--- src/rtl/ocp_pkg.sv ---
// Shared encodings and helpers for the OCP command router.
package ocp_pkg;

  localparam logic [2:0] MCMD_IDLE = 3'b000;
  localparam logic [2:0] MCMD_WR   = 3'b001;
  localparam logic [2:0] MCMD_RD   = 3'b010;

  localparam logic [1:0] SRESP_NULL = 2'b00;
  localparam logic [1:0] SRESP_DVA  = 2'b01;
  localparam logic [1:0] SRESP_ERR  = 2'b11;

  typedef enum logic [1:0] {
    ST_IDLE = 2'b00,
    ST_CMD  = 2'b01,
    ST_WAIT = 2'b10,
    ST_BAD  = 2'b11
  } state_t;

  function automatic int clog2(input int v);
    int r;
    int x;
    r = 0;
    x = v - 1;
    while (x > 0) begin
      r = r + 1;
      x = x >> 1;
    end
    if (r == 0) r = 1;
    return r;
  endfunction

endpackage

--- src/rtl/ocp_router_timer.sv ---
// Transaction watchdog: clear on state entry, count while busy,
// flag the last allowed cycle.
module ocp_router_timer
  import ocp_pkg::*;
#(
  parameter int TO_CYC = 255
) (
  input  logic clk,
  input  logic rst_n,
  input  logic clr,
  input  logic inc,
  output logic expired
);

  localparam int TOW = clog2(TO_CYC);
  localparam logic [TOW-1:0] LAST = TOW'(TO_CYC - 1);

  logic [TOW-1:0] cnt;

  assign expired = inc && (cnt == LAST);

  always_ff @(posedge clk) begin
    if (!rst_n) begin
      cnt <= '0;
    end else if (clr) begin
      cnt <= '0;
    end else if (inc && !expired) begin
      cnt <= cnt + 1'b1;
    end
  end

endmodule

--- src/rtl/ocp_router.sv ---
// Single-master, multi-slave OCP command router with hole/illegal
// command errors, per-transaction timeout and saturating error count.
module ocp_router
  import ocp_pkg::*;
#(
  parameter int AW = 8,
  parameter int DW = 8,
  parameter int SELW = 2,
  parameter logic [(2**SELW)-1:0] REGION_EN = '1,
  parameter int TO_CYC = 255
) (
  input  logic                     clk,
  input  logic                     rst_n,
  input  logic [2:0]               m_MCmd,
  input  logic [AW-1:0]            m_MAddr,
  input  logic [DW-1:0]            m_MData,
  output logic                     m_SCmdAccept,
  output logic [1:0]               m_SResp,
  output logic [DW-1:0]            m_SData,
  output logic [3*(2**SELW)-1:0]   s_MCmd,
  output logic [AW-1:0]            s_MAddr,
  output logic [DW-1:0]            s_MData,
  input  logic [(2**SELW)-1:0]     s_SCmdAccept,
  input  logic [2*(2**SELW)-1:0]   s_SResp,
  input  logic [DW*(2**SELW)-1:0]  s_SData,
  input  logic                     err_clr,
  output logic [SELW-1:0]          active_sel,
  output logic [1:0]               link_state,
  output logic [7:0]               err_cnt
);

  state_t          state, state_d;
  logic [2:0]      cmd_q;
  logic [SELW-1:0] sel_q;
  logic [SELW-1:0] m_sel;
  logic [1:0]      resp_d;
  logic [DW-1:0]   data_d;
  logic            err_evt, tmr_clr, tmr_inc, tmr_exp;
  logic            cap, legal, mapped;
  logic            acc;
  logic [1:0]      rsp;
  logic [DW-1:0]   rdat;
  int              sel_i;

  assign m_sel  = m_MAddr[AW-1 -: SELW];
  assign legal  = (m_MCmd == MCMD_WR) || (m_MCmd == MCMD_RD);
  assign mapped = REGION_EN[m_sel];
  assign cap    = (state == ST_IDLE) && (m_MCmd != MCMD_IDLE);

  assign sel_i = int'(sel_q);
  assign acc   = s_SCmdAccept[sel_q];
  assign rsp   = s_SResp[2*sel_i +: 2];
  assign rdat  = s_SData[DW*sel_i +: DW];

  assign m_SCmdAccept = (state == ST_IDLE);
  assign active_sel   = sel_q;
  assign link_state   = state;
  assign tmr_inc      = (state == ST_CMD) || (state == ST_WAIT);

  ocp_router_timer #(
    .TO_CYC (TO_CYC)
  ) u_timer (
    .clk     (clk),
    .rst_n   (rst_n),
    .clr     (tmr_clr),
    .inc     (tmr_inc),
    .expired (tmr_exp)
  );

  always_comb begin
    s_MCmd = '0;
    if (state == ST_CMD) s_MCmd[3*sel_i +: 3] = cmd_q;
  end

  // A slave accept/response in the expiry cycle takes priority.
  always_comb begin
    state_d = state;
    resp_d  = SRESP_NULL;
    data_d  = '0;
    err_evt = 1'b0;
    tmr_clr = 1'b0;
    unique case (state)
      ST_IDLE: begin
        if (cap) begin
          if (legal && mapped) begin
            state_d = ST_CMD;
            tmr_clr = 1'b1;
          end else begin
            resp_d  = SRESP_ERR;
            err_evt = 1'b1;
          end
        end
      end
      ST_CMD: begin
        if (acc) begin
          state_d = ST_WAIT;
          tmr_clr = 1'b1;
        end else if (tmr_exp) begin
          state_d = ST_IDLE;
          resp_d  = SRESP_ERR;
          err_evt = 1'b1;
        end
      end
      ST_WAIT: begin
        if (rsp != SRESP_NULL) begin
          state_d = ST_IDLE;
          resp_d  = rsp;
          data_d  = rdat;
        end else if (tmr_exp) begin
          state_d = ST_IDLE;
          resp_d  = SRESP_ERR;
          err_evt = 1'b1;
        end
      end
      default: state_d = ST_IDLE;
    endcase
  end

  always_ff @(posedge clk) begin
    if (!rst_n) begin
      state   <= ST_IDLE;
      cmd_q   <= '0;
      sel_q   <= '0;
      s_MAddr <= '0;
      s_MData <= '0;
      m_SResp <= SRESP_NULL;
      m_SData <= '0;
      err_cnt <= '0;
    end else begin
      state   <= state_d;
      m_SResp <= resp_d;
      m_SData <= data_d;
      if (cap) begin
        cmd_q   <= m_MCmd;
        sel_q   <= m_sel;
        s_MAddr <= m_MAddr;
        s_MData <= m_MData;
      end
      if (err_clr) begin
        err_cnt <= err_evt ? 8'd1 : 8'd0;
      end else if (err_evt && (err_cnt != 8'hFF)) begin
        err_cnt <= err_cnt + 8'd1;
      end
    end
  end

endmodule

--- config.mk ---
export PLATFORM = sky130hd
export DESIGN_NAME = ocp_router
export DESIGN_NICKNAME = d
export VERILOG_FILES = /design/src/rtl/ocp_pkg.sv /design/src/rtl/ocp_router_timer.sv /design/src/rtl/ocp_router.sv
export SDC_FILE = /design/constraint.sdc
export NUM_CORES = 1
export LEC_CHECK = 0
export CAP_MARGIN = 20
export CORE_MARGIN = 3
export CORE_UTILIZATION = 44
export CTS_CLUSTER_SIZE = 28
export DETAILED_ROUTE_END_ITERATION = 12
export PLACE_DENSITY_LB_ADDON = 0.08
export SLEW_MARGIN = 5
export SYNTH_ARGS = -nofsm -noshare
export SYNTH_HDL_FRONTEND = slang
export SYNTH_SLANG_ARGS = --single-unit
export TNS_END_PERCENT = 1
--- constraint.sdc ---
create_clock -name clk -period 6.25 [get_ports clk]
set_clock_uncertainty 0.15 [all_clocks]
set_input_delay 1.25 -clock clk [delete_from_list [all_inputs] [get_ports clk]]
set_output_delay 1.25 -clock clk [all_outputs]
set_load 0.01 [all_outputs]
==> results of run 1 <==
## worst max path at each step
stage,endpoint,depth (start not counted)
after global routing,s_MCmd[8],6
after global placement,s_MCmd[7],6
after CTS,s_MCmd[8],6
final,s_MCmd[8],6
after detailed placement,s_MCmd[8],6
after floorplan,s_MCmd[6],7
## metrics by stage
stage	instance area [um2]	cells	util (%)	setup slack, ns
after CTS	3800	464	71.6	1.89
after floorplan	2500	280	-	2.52
after global placement	3710	457	69.9	2.32
after detailed placement	3710	457	69.9	2.22
after global routing	3800	464	71.6	1.59
final	3800	464	71.6	1.88
## area by class of cell
cell class	count	area (um2)	share of cell area (%)
Multi-Input combinational cell	213	1470	38.7
Timing Repair Buffer	118	1180	31.0
Sequential cell	47	941	24.8
Tap cell	70	87.6	2.31
Clock buffer	6	82.6	2.18
Inverter	9	33.8	0.890
Clock inverter	1	5.00	0.132
## Yosys cell counts, types with 2 or more instances
cell type and count:
nor3_1 2, or3_1 5, nor2_1 19, o21ai_1 8, mux4_2 9, xnor2_1 2
a21boi_1 16, and4_1 2, nand2b_1 2, o21ai_0 3, nand2_1 50, buf_4 2
and3_1 2, dfxtp_1 47, nand4_1 4, ha_1 12, clkbuf_1 6, nand3_1 13
mux2i_1 2, nor2b_1 10, o211ai_1 3, o31ai_1 2, xor2_1 6, a21oi_1 13
inv_1 8, nor4b_1 3, and2_1 8
## power groups by stage
stage	clock (W)	combinational, W	sequential, W
2_1_floorplan	0	0.0000907	0.000341
3_3_place_gp	0	0.000182	0.000338
3_5_place_dp	0	0.000184	0.000339
4_1_cts	0.000188	0.000185	0.000332
5_1_grt	0.000200	0.000201	0.000335
6_report	0.000182	0.000183	0.000331
## layout by cell type, fill, tap and decap left out, drive strengths merged, types with 2 or more instances in the layout
master / netlist / final
clkdlybuf4s50: 0 / 116
nand2: 50 / 50
dfxtp: 47 / 47
nor2: 20 / 20
a21boi: 16 / 16
nand3: 13 / 13
a21oi: 13 / 13
ha: 12 / 12
o21ai: 12 / 12
nor2b: 10 / 10
mux4: 9 / 9
inv: 9 / 9
and2: 8 / 8
xor2: 6 / 6
clkbuf: 6 / 6
or3: 5 / 5
nand4: 5 / 5
nor4b: 3 / 3
o211ai: 3 / 3
nor3: 2 / 2
and3: 2 / 2
mux2i: 2 / 2
nand2b: 2 / 2
and4: 2 / 2
xnor2: 2 / 2
buf: 5 / 2
o31ai: 2 / 2
mux2: 2 / 2
or4: 2 / 2
a31oi: 2 / 2
## tightest hold or removal path: stages, from the launching register on
cell and delay, ns:
dfxtp_1 0.32, nand2_1 0.05, a21boi_1 0.05
## cell families after synthesis
group | after synthesis
adder cells (fa/ha/maj) | 12
AND/OR/NAND/NOR | 127
AO/OA/AOI/OAI | 53
flip-flops | 47
buffers and inverters | 20
XOR/XNOR | 8
multiplexers | 13
## state kept, by name, indices dropped and copies added (netlist names)
register / flops
m_SResp: 2
u_timer.cnt: 8
cmd_q: 3
s_MAddr: 8
s_MData: 8
err_cnt: 8
m_SData: 8
link_state: 2
## per-layer routing
metal	global-route usage [%]	part of all wire (%)	vias to the layer above
li1	-	-	1205
met1	22.9	41	1087
met2	33.6	48	78
met3	7.43	9.0	6
met4	5.91	1.4	0
met5	0	0	-
==> impl_metrics.ini, run 1 <==
[setup_path]
cp_cell_sequence = inv_1 -> ha_1 -> nand2_1 -> nor4b_1 -> and2_1 -> clkdlybuf4s50_1
reg2regPathDepth = 6
r2r-end = err_cnt[7]$_SDFFE_PN0P_
r2r_slack_ns = 3.35
critical_path_class = reg -> out
cpMaxStageDelayCell = dfxtp_1
endpoint_kind = output port
critPathBufInv = 2
arrival_ns = 2.97
worstPathMaxFanout = 19
worstSetupStartpointType = flop
startpoint = s_MAddr[7]$_SDFFE_PN0N_
max_stage_delay_ns = 0.87
cp.required_ns = 4.85
worstReg2RegStart = s_MAddr[7]$_SDFFE_PN0N_
cpLargestDelayFamily = flip-flops

[power_and_ir_drop]
power.switching_w = 0.000188
ir_drop_mv = 0.159
combPwrFrac_pct = 26.3
cellPowerDensity_mw_per_mm2 = 183
seq_power_share_pct = 47.6
p_sw_share_pct = 27.0
finalPower_w = 0.000696
p_leak_nw = 1.39
p_int_w = 0.000508
clkPwrFrac_pct = 26.1

[global_routing]
grt_pass1_vias = 2275
grt_use_total_pct = 19.7
antenna_found_initial = 0
grt-ovfl-total = 0
grt_pass1_wl_um = 10300
grt_max_degree = 26

[synthesis]
synth_top_cell_by_area = dfxtp_1
synth_edf_count = 0
synth-compound-area-share_pct = 14.2
synth-simple-area-share_pct = 25.7
synth_top_area_share_pct = 37.7
syn_inst = 280
yosysUniqueCellTypes = 48
synth-adder-area-share_pct = 6.01
ys_warn_count = 0
synth_xor_area_share_pct = 2.81
ys_seq_elements = 47
synth.area.mux_share_pct = 9.97
syn_avg_cell_area_um2 = 8.92
syn_area_mm2 = 0.00250
ys_seq_area_share_pct = 37.7
synth_top_flop_cell = dfxtp_1
synth_fp_nets = 358
synth_top_family_by_area = simple AND/OR/NAND/NOR gates
netlist_top_cells_area = dfxtp_1 (38%), mux4_2 (8.1%), nand2_1 (7.5%)
async_reset_ff_share_pct = 0

[detailed_routing]
viasPerCell = 5.12
drt-total-wl_um = 6390
drtAntennaViolNets = 0
dr.pass1.iters = 4
wl_per_cell_um = 13.8
num_vias = 2376
drt_iter0_markers = 110
drc = 0

[place]
place_congestion = 0.787
hpwl_um = 5030
io_buffers = 116

[cells_and_area]
nets = 472
num-fill-cells = 436
area_growth_pct = 52.0
drive_gt1_share_pct = 6.85
n_antenna_cell = 0

[floorplan]
die_y_um = 81.3
ioPinCount = 117
placement_rows = 26
die_w_um = 81.3
initial_utilization_pct = 47.1
die_area_mm2 = 0.00662
core_mm2 = 0.00530

[clocking]
cts_root_buffer = clkbuf_8
insertion_delay_ns = 0.29
cts.hold.buffers_added = 0
cts_sinks = 47
cts_buffers = 5
htree_levels = 2
cts_tree = built
cts_resized = 0
clockBufferDepth = 2
postCtsSetupRepairBufs = 0
path_clk_slew_ns = 0.08

[run]
drv_cap = 0

[sta]
finalHoldViolCount = 0
rsz0062_at_grt = false
setup-tns-final_ns = 0
max_freq_mhz = 229
fin_crit_ns = 4.37
finalSetupViolations = 0
slew_viol_final = 0
finalCritPeriodShare_pct = 69.9
whs_ns = 0.304
maxSlewHeadroom_pct = 44.6
worstMarginPinSlew_ns = 0.829

[hold_path]
hp-class = reg -> reg
hold_path_end = s_MAddr[5]$_SDFFE_PN0N_
min_from = s_MAddr[5]$_SDFFE_PN0N_
hold_depth = 2

[run_status]
status = complete, no violations
Note: power is estimated with default switching activity, not from simulation.
==> run 2, diff against run 1 <==
- CORE_UTILIZATION: 44 -> 37
- clock period: 6.25 -> 3.9 ns (I/O delays scaled with it)
==> run 2 against run 1 <==
Sequential power up 59%. Non-clock buffer count up 1. Count of clock-buffer cells in the layout down 1. Die area up 17%. Largest cell class unchanged. Critical endpoint is now s_MCmd[7]. Setup slack worse by 1.3 ns.
==> impl_metrics.ini, run 2 (same netlist as run 1, synthesis figures left out) <==
[setup_path]
worstSetupStartpointType = flop
arrival_ns = 2.35
cp_cell_sequence = inv_1 -> ha_1 -> nand2_1 -> nor4b_1 -> and2_1 -> clkdlybuf4s50_1
r2r_slack_ns = 1.22
max_stage_delay_ns = 0.53
critPathBufInv = 2
crit_cells = 6
reg2regPathDepth = 7
startpoint = link_state[1]$_SDFFE_PN0P_
worstPathMaxFanout = 7
cpLargestDelayFamily = simple AND/OR/NAND/NOR gates
endpoint_kind = output port
cpMaxStageDelayCell = clkdlybuf4s50_1
critical_path_class = reg -> out
cp.required_ns = 2.97
worstReg2RegStart = s_MAddr[6]$_SDFFE_PN0N_
r2r-end = err_cnt[3]$_SDFFE_PN0P_
cp-endpoint = s_MCmd[7]

[global_routing]
grt-ovfl-total = 0
grt_use_total_pct = 17.4
grt_pass1_wl_um = 10700
grt_max_degree = 26
antenna_found_initial = 0
grt_pass1_vias = 2344

[place]
io_buffers = 116
place_congestion = 0.777
hpwl_um = 4960

[floorplan]
initial_utilization_pct = 38.7
placement_rows = 29
core_mm2 = 0.00646
die_y_um = 88.2
die_w_um = 88.2
die_area_mm2 = 0.00777
ioPinCount = 117

[detailed_routing]
drc = 0
drt_iter0_markers = 62
drt-total-wl_um = 6570
num_vias = 2355
dr.pass1.iters = 4
wl_per_cell_um = 13.9
viasPerCell = 4.99
drtAntennaViolNets = 0

[sta]
max_freq_mhz = 305
slew_viol_final = 0
finalHoldViolCount = 0
fin_crit_ns = 3.28
worstMarginPinSlew_ns = 0.845
rsz0062_at_grt = false
setup-tns-final_ns = 0
maxSlewHeadroom_pct = 43.5
finalSetupViolations = 0
finalCritPeriodShare_pct = 84.1

[clocking]
htree_levels = 2
cts_root_buffer = clkbuf_8
cts.hold.buffers_added = 0
cts_resized = 0
insertion_delay_ns = 0.30
postCtsSetupRepairBufs = 0
clockBufferDepth = 2
cts_sinks = 47
path_clk_slew_ns = 0.09
cts_tree = built
cts_buffers = 5

[power_and_ir_drop]
clkPwrFrac_pct = 29.8
cellPowerDensity_mw_per_mm2 = 307
power.switching_w = 0.000314
p_leak_nw = 1.40
ir_drop_mv = 0.140
p_int_w = 0.000863
seq_power_share_pct = 44.7
finalPower_w = 0.00118
combPwrFrac_pct = 25.5
p_sw_share_pct = 26.7

[cells_and_area]
mostFrequentLayoutCells = clkdlybuf4s50_1 (116), nand2_1 (50), dfxtp_1 (47)
area_growth_pct = 53.4
drive_gt1_share_pct = 7.09
num-fill-cells = 582
n_antenna_cell = 0
nets = 473
final_common_cell = clkdlybuf4s50_1

[run]
drv_cap = 0

[hold_path]
hp-class = reg -> reg
hold_depth = 2

[run_status]
status = complete, no violations
## run 2: cell types whose count changed in the layout (fill, tap and decap cells not counted), sizes merged
cell,change
buf,+1
clkinv,-1
clkinvlp,+1
clkbuf,-1
bufinv,+1
## run 2: final cells by class
cell class / instances / area (um2) / area share (%)
sequential: 47 / 941 / 24.6
tap: 77 / 96.3 / 2.51
timing repair buffer: 119 / 1180 / 30.9
inverter: 9 / 33.8 / 0.882
multi-input combinational: 213 / 1470 / 38.4
clock inverter: 2 / 37.5 / 0.980
clock buffer: 5 / 68.8 / 1.80
## run 2: worst min-delay path by stage
stage | end | startpoint
after floorplan | cmd_q[2]$_SDFFE_PN0N_ | cmd_q[2]$_SDFFE_PN0N_
after global placement | s_MAddr[5]$_SDFFE_PN0N_ | s_MAddr[5]$_SDFFE_PN0N_
after detailed placement | s_MData[6]$_SDFFE_PN0N_ | s_MData[6]$_SDFFE_PN0N_
after CTS | s_MData[6]$_SDFFE_PN0N_ | s_MData[6]$_SDFFE_PN0N_
after global routing | s_MAddr[2]$_SDFFE_PN0N_ | s_MAddr[2]$_SDFFE_PN0N_
final | s_MData[6]$_SDFFE_PN0N_ | s_MData[6]$_SDFFE_PN0N_
## run 2: through the flow
step                      utilization (%)  instance area, um2  cells  setup WS [ns]  hold slack (ns)
after detailed placement             57.7                3720    465          0.796            0.294
after global routing                 59.3                3830    472          0.446            0.330
final                                59.3                3830    472          0.620            0.306
after CTS                            59.3                3830    472          0.595            0.307
after global placement               57.7                3720    465          0.821            0.291
after floorplan                         -                2500    280          0.642            0.302
## run 2: power groups by stage
stage	logic, W	registers (W)	clock network (W)
6_report	0.000300	0.000526	0.000351
5_1_grt	0.000331	0.000531	0.000383
4_1_cts	0.000305	0.000526	0.000365
3_5_place_dp	0.000303	0.000537	0
3_3_place_gp	0.000302	0.000537	0
2_1_floorplan	0.000145	0.000546	0
## run 2: tightest hold or removal path: stages, from the launching register on
cell and delay (ns):
dfxtp_1 0.32, nand2_1 0.05, a21boi_1 0.05
## run 2: per-layer routing
metal	share of wire, %	track usage [%]	routed length (um)	vias up
li1	-	-	-	1209
met1	46	21.9	3010	1066
met2	46	28.7	3030	74
met3	6.9	5.55	456	6
met4	1.1	4.81	71	0
met5	0	0	0	-
==> run 3, diff against run 2 <==
- CORE_UTILIZATION: 37 -> 41
- clock period: 3.9 -> 3.4 ns (I/O delays scaled with it)
==> run 3 against run 2 <==
First-iteration DRC count increased by 76%. Critical path type unchanged. Routed wire length increased by 3.8%. Non-clock buffer count increased by 1. Core utilization increased by 7.2 points. Setup slack got worse by 0.32 ns. Sequential power increased by 15%. Hold slack got worse by 0.00083 ns. Global-route usage increased by 1.6 points. Critical path depth unchanged.
==> impl_metrics.ini, run 3 (same netlist as run 1, synthesis figures left out) <==
[global_routing]
grt_max_degree = 26
grt_pass1_wl_um = 11000
grt-ovfl-total = 0
grt_use_total_pct = 19.0
antenna_found_initial = 0
grt_pass1_vias = 2324

[cells_and_area]
drive_gt1_share_pct = 6.84
mostFrequentLayoutCells = clkdlybuf4s50_1 (116), nand2_1 (50), dfxtp_1 (47)
n_antenna_cell = 0
area_growth_pct = 52.1
postLayoutCellArea_mm2 = 0.00380
final_common_cell = clkdlybuf4s50_1
nets = 474
stdcell_count = 467
fin_util_pct = 66.5

[hold_path]
min_from = s_MData[6]$_SDFFE_PN0N_
hp-class = reg -> reg

[clocking]
cts_resized = 0
cts_root_buffer = clkbuf_8
htree_levels = 2
clockBufferDepth = 2
cts_buffers = 5
cts.hold.buffers_added = 0
cts_tree = built
path_clk_slew_ns = 0.08
postCtsSetupRepairBufs = 0
cts_sinks = 47
insertion_delay_ns = 0.30

[setup_path]
r2r-end = err_cnt[7]$_SDFFE_PN0P_
cp-endpoint = s_MCmd[7]
cp.required_ns = 2.57
r2r_slack_ns = 0.73
endpoint_kind = output port
worstSetupStartpointType = flop
critical_path_class = reg -> out
startpoint = link_state[1]$_SDFFE_PN0P_
arrival_ns = 2.27
worstReg2RegStart = s_MAddr[6]$_SDFFE_PN0N_
reg2regPathDepth = 7
worstPathMaxFanout = 7

[detailed_routing]
wl_per_cell_um = 14.6
viasPerCell = 5.04
drc = 0
drt-total-wl_um = 6810
drt_iter0_markers = 109
drtAntennaViolNets = 0
num_vias = 2356
dr.pass1.iters = 4

[run_status]
status = complete, no violations

[floorplan]
die_area_mm2 = 0.00706
ioPinCount = 117
initial_utilization_pct = 43.7
die_w_um = 84.0
die_y_um = 84.0
core_mm2 = 0.00571
placement_rows = 27

[sta]
finalSetupViolations = 0
rsz0062_at_grt = false
finalCritPeriodShare_pct = 91.2
finalHoldViolCount = 0
fin_crit_ns = 3.10
setup-tns-final_ns = 0
worstMarginPinSlew_ns = 0.668
whs_ns = 0.305
max_freq_mhz = 322
slew_viol_final = 0
maxSlewHeadroom_pct = 55.3

[power_and_ir_drop]
cellPowerDensity_mw_per_mm2 = 334
ir_drop_mv = 0.246
p_leak_nw = 1.39

[place]
dp_cells = 461
io_buffers = 116
place_area_mm2 = 0.00373
hpwl_um = 5390
place_congestion = 0.797

[run]
drv_cap = 0
## run 3: changes by cell type in the layout (fill, tap and decap cells not counted)
cell / delta
buf_4: +1
bufinv_16: -1
clkbuf_1: +1
clkinvlp_4: -1
## run 3: final cells by class
class	instances	area (um2)
fillers	468	1910
inverters	9	33.8
flip-flops and latches	47	941
repair buffers	120	1190
clock buffers	6	72.6
multi-input cells	213	1470
well taps	72	90.1
## run 3: where the power goes
part / leakage, nW / total, W / switching [W] / internal (W)
clock: 0.0371 / 0.000318 / 0.000180 / 0.000138
combinational: 0.967 / 0.000348 / 0.000153 / 0.000195
sequential: 0.384 / 0.000604 / 0.0000230 / 0.000581
## run 3: per-stage QoR
| stage | total power, W | setup WS (ns) |
|---|---|---|
| 2_1_floorplan | 0.000793 | 0.242 |
| 3_3_place_gp | 0.000960 | 0.417 |
| 3_5_place_dp | 0.000966 | 0.372 |
| 4_1_cts | 0.00127 | 0.266 |
| 5_1_grt | 0.00133 | 0.0461 |
| 6_report | 0.00127 | 0.298 |
## run 3: worst max-delay path, stage by stage, from the launching register on
cell and delay, ns:
dfxtp_1 0.35, inv_1 0.10, ha_1 0.28, nand2_1 0.09, nor4b_1 0.41, and2_1 0.20
clkdlybuf4s50_1 0.54
## run 3: routing by layer
layer / share of wire, % / wire (um) / GRT usage, %
met5: 0 / 0 / 0
met4: 1.8 / 122 / 5.70
met3: 6.6 / 449 / 5.13
met2: 47 / 3210 / 31.6
met1: 44 / 3030 / 23.9
## run 3: worst min path at each step
| stage | end | cells past startpoint | slack (ns) |
|---|---|---|---|
| floorplan | cmd_q[2]$_SDFFE_PN0N_ | 2 | 0.30 |
| global route | s_MData[1]$_SDFFE_PN0N_ | 2 | 0.34 |
| finish | s_MData[6]$_SDFFE_PN0N_ | 2 | 0.30 |
| global placement | s_MAddr[0]$_SDFFE_PN0N_ | 2 | 0.29 |
| CTS | s_MData[6]$_SDFFE_PN0N_ | 2 | 0.31 |
| detailed placement | s_MData[6]$_SDFFE_PN0N_ | 2 | 0.29 |
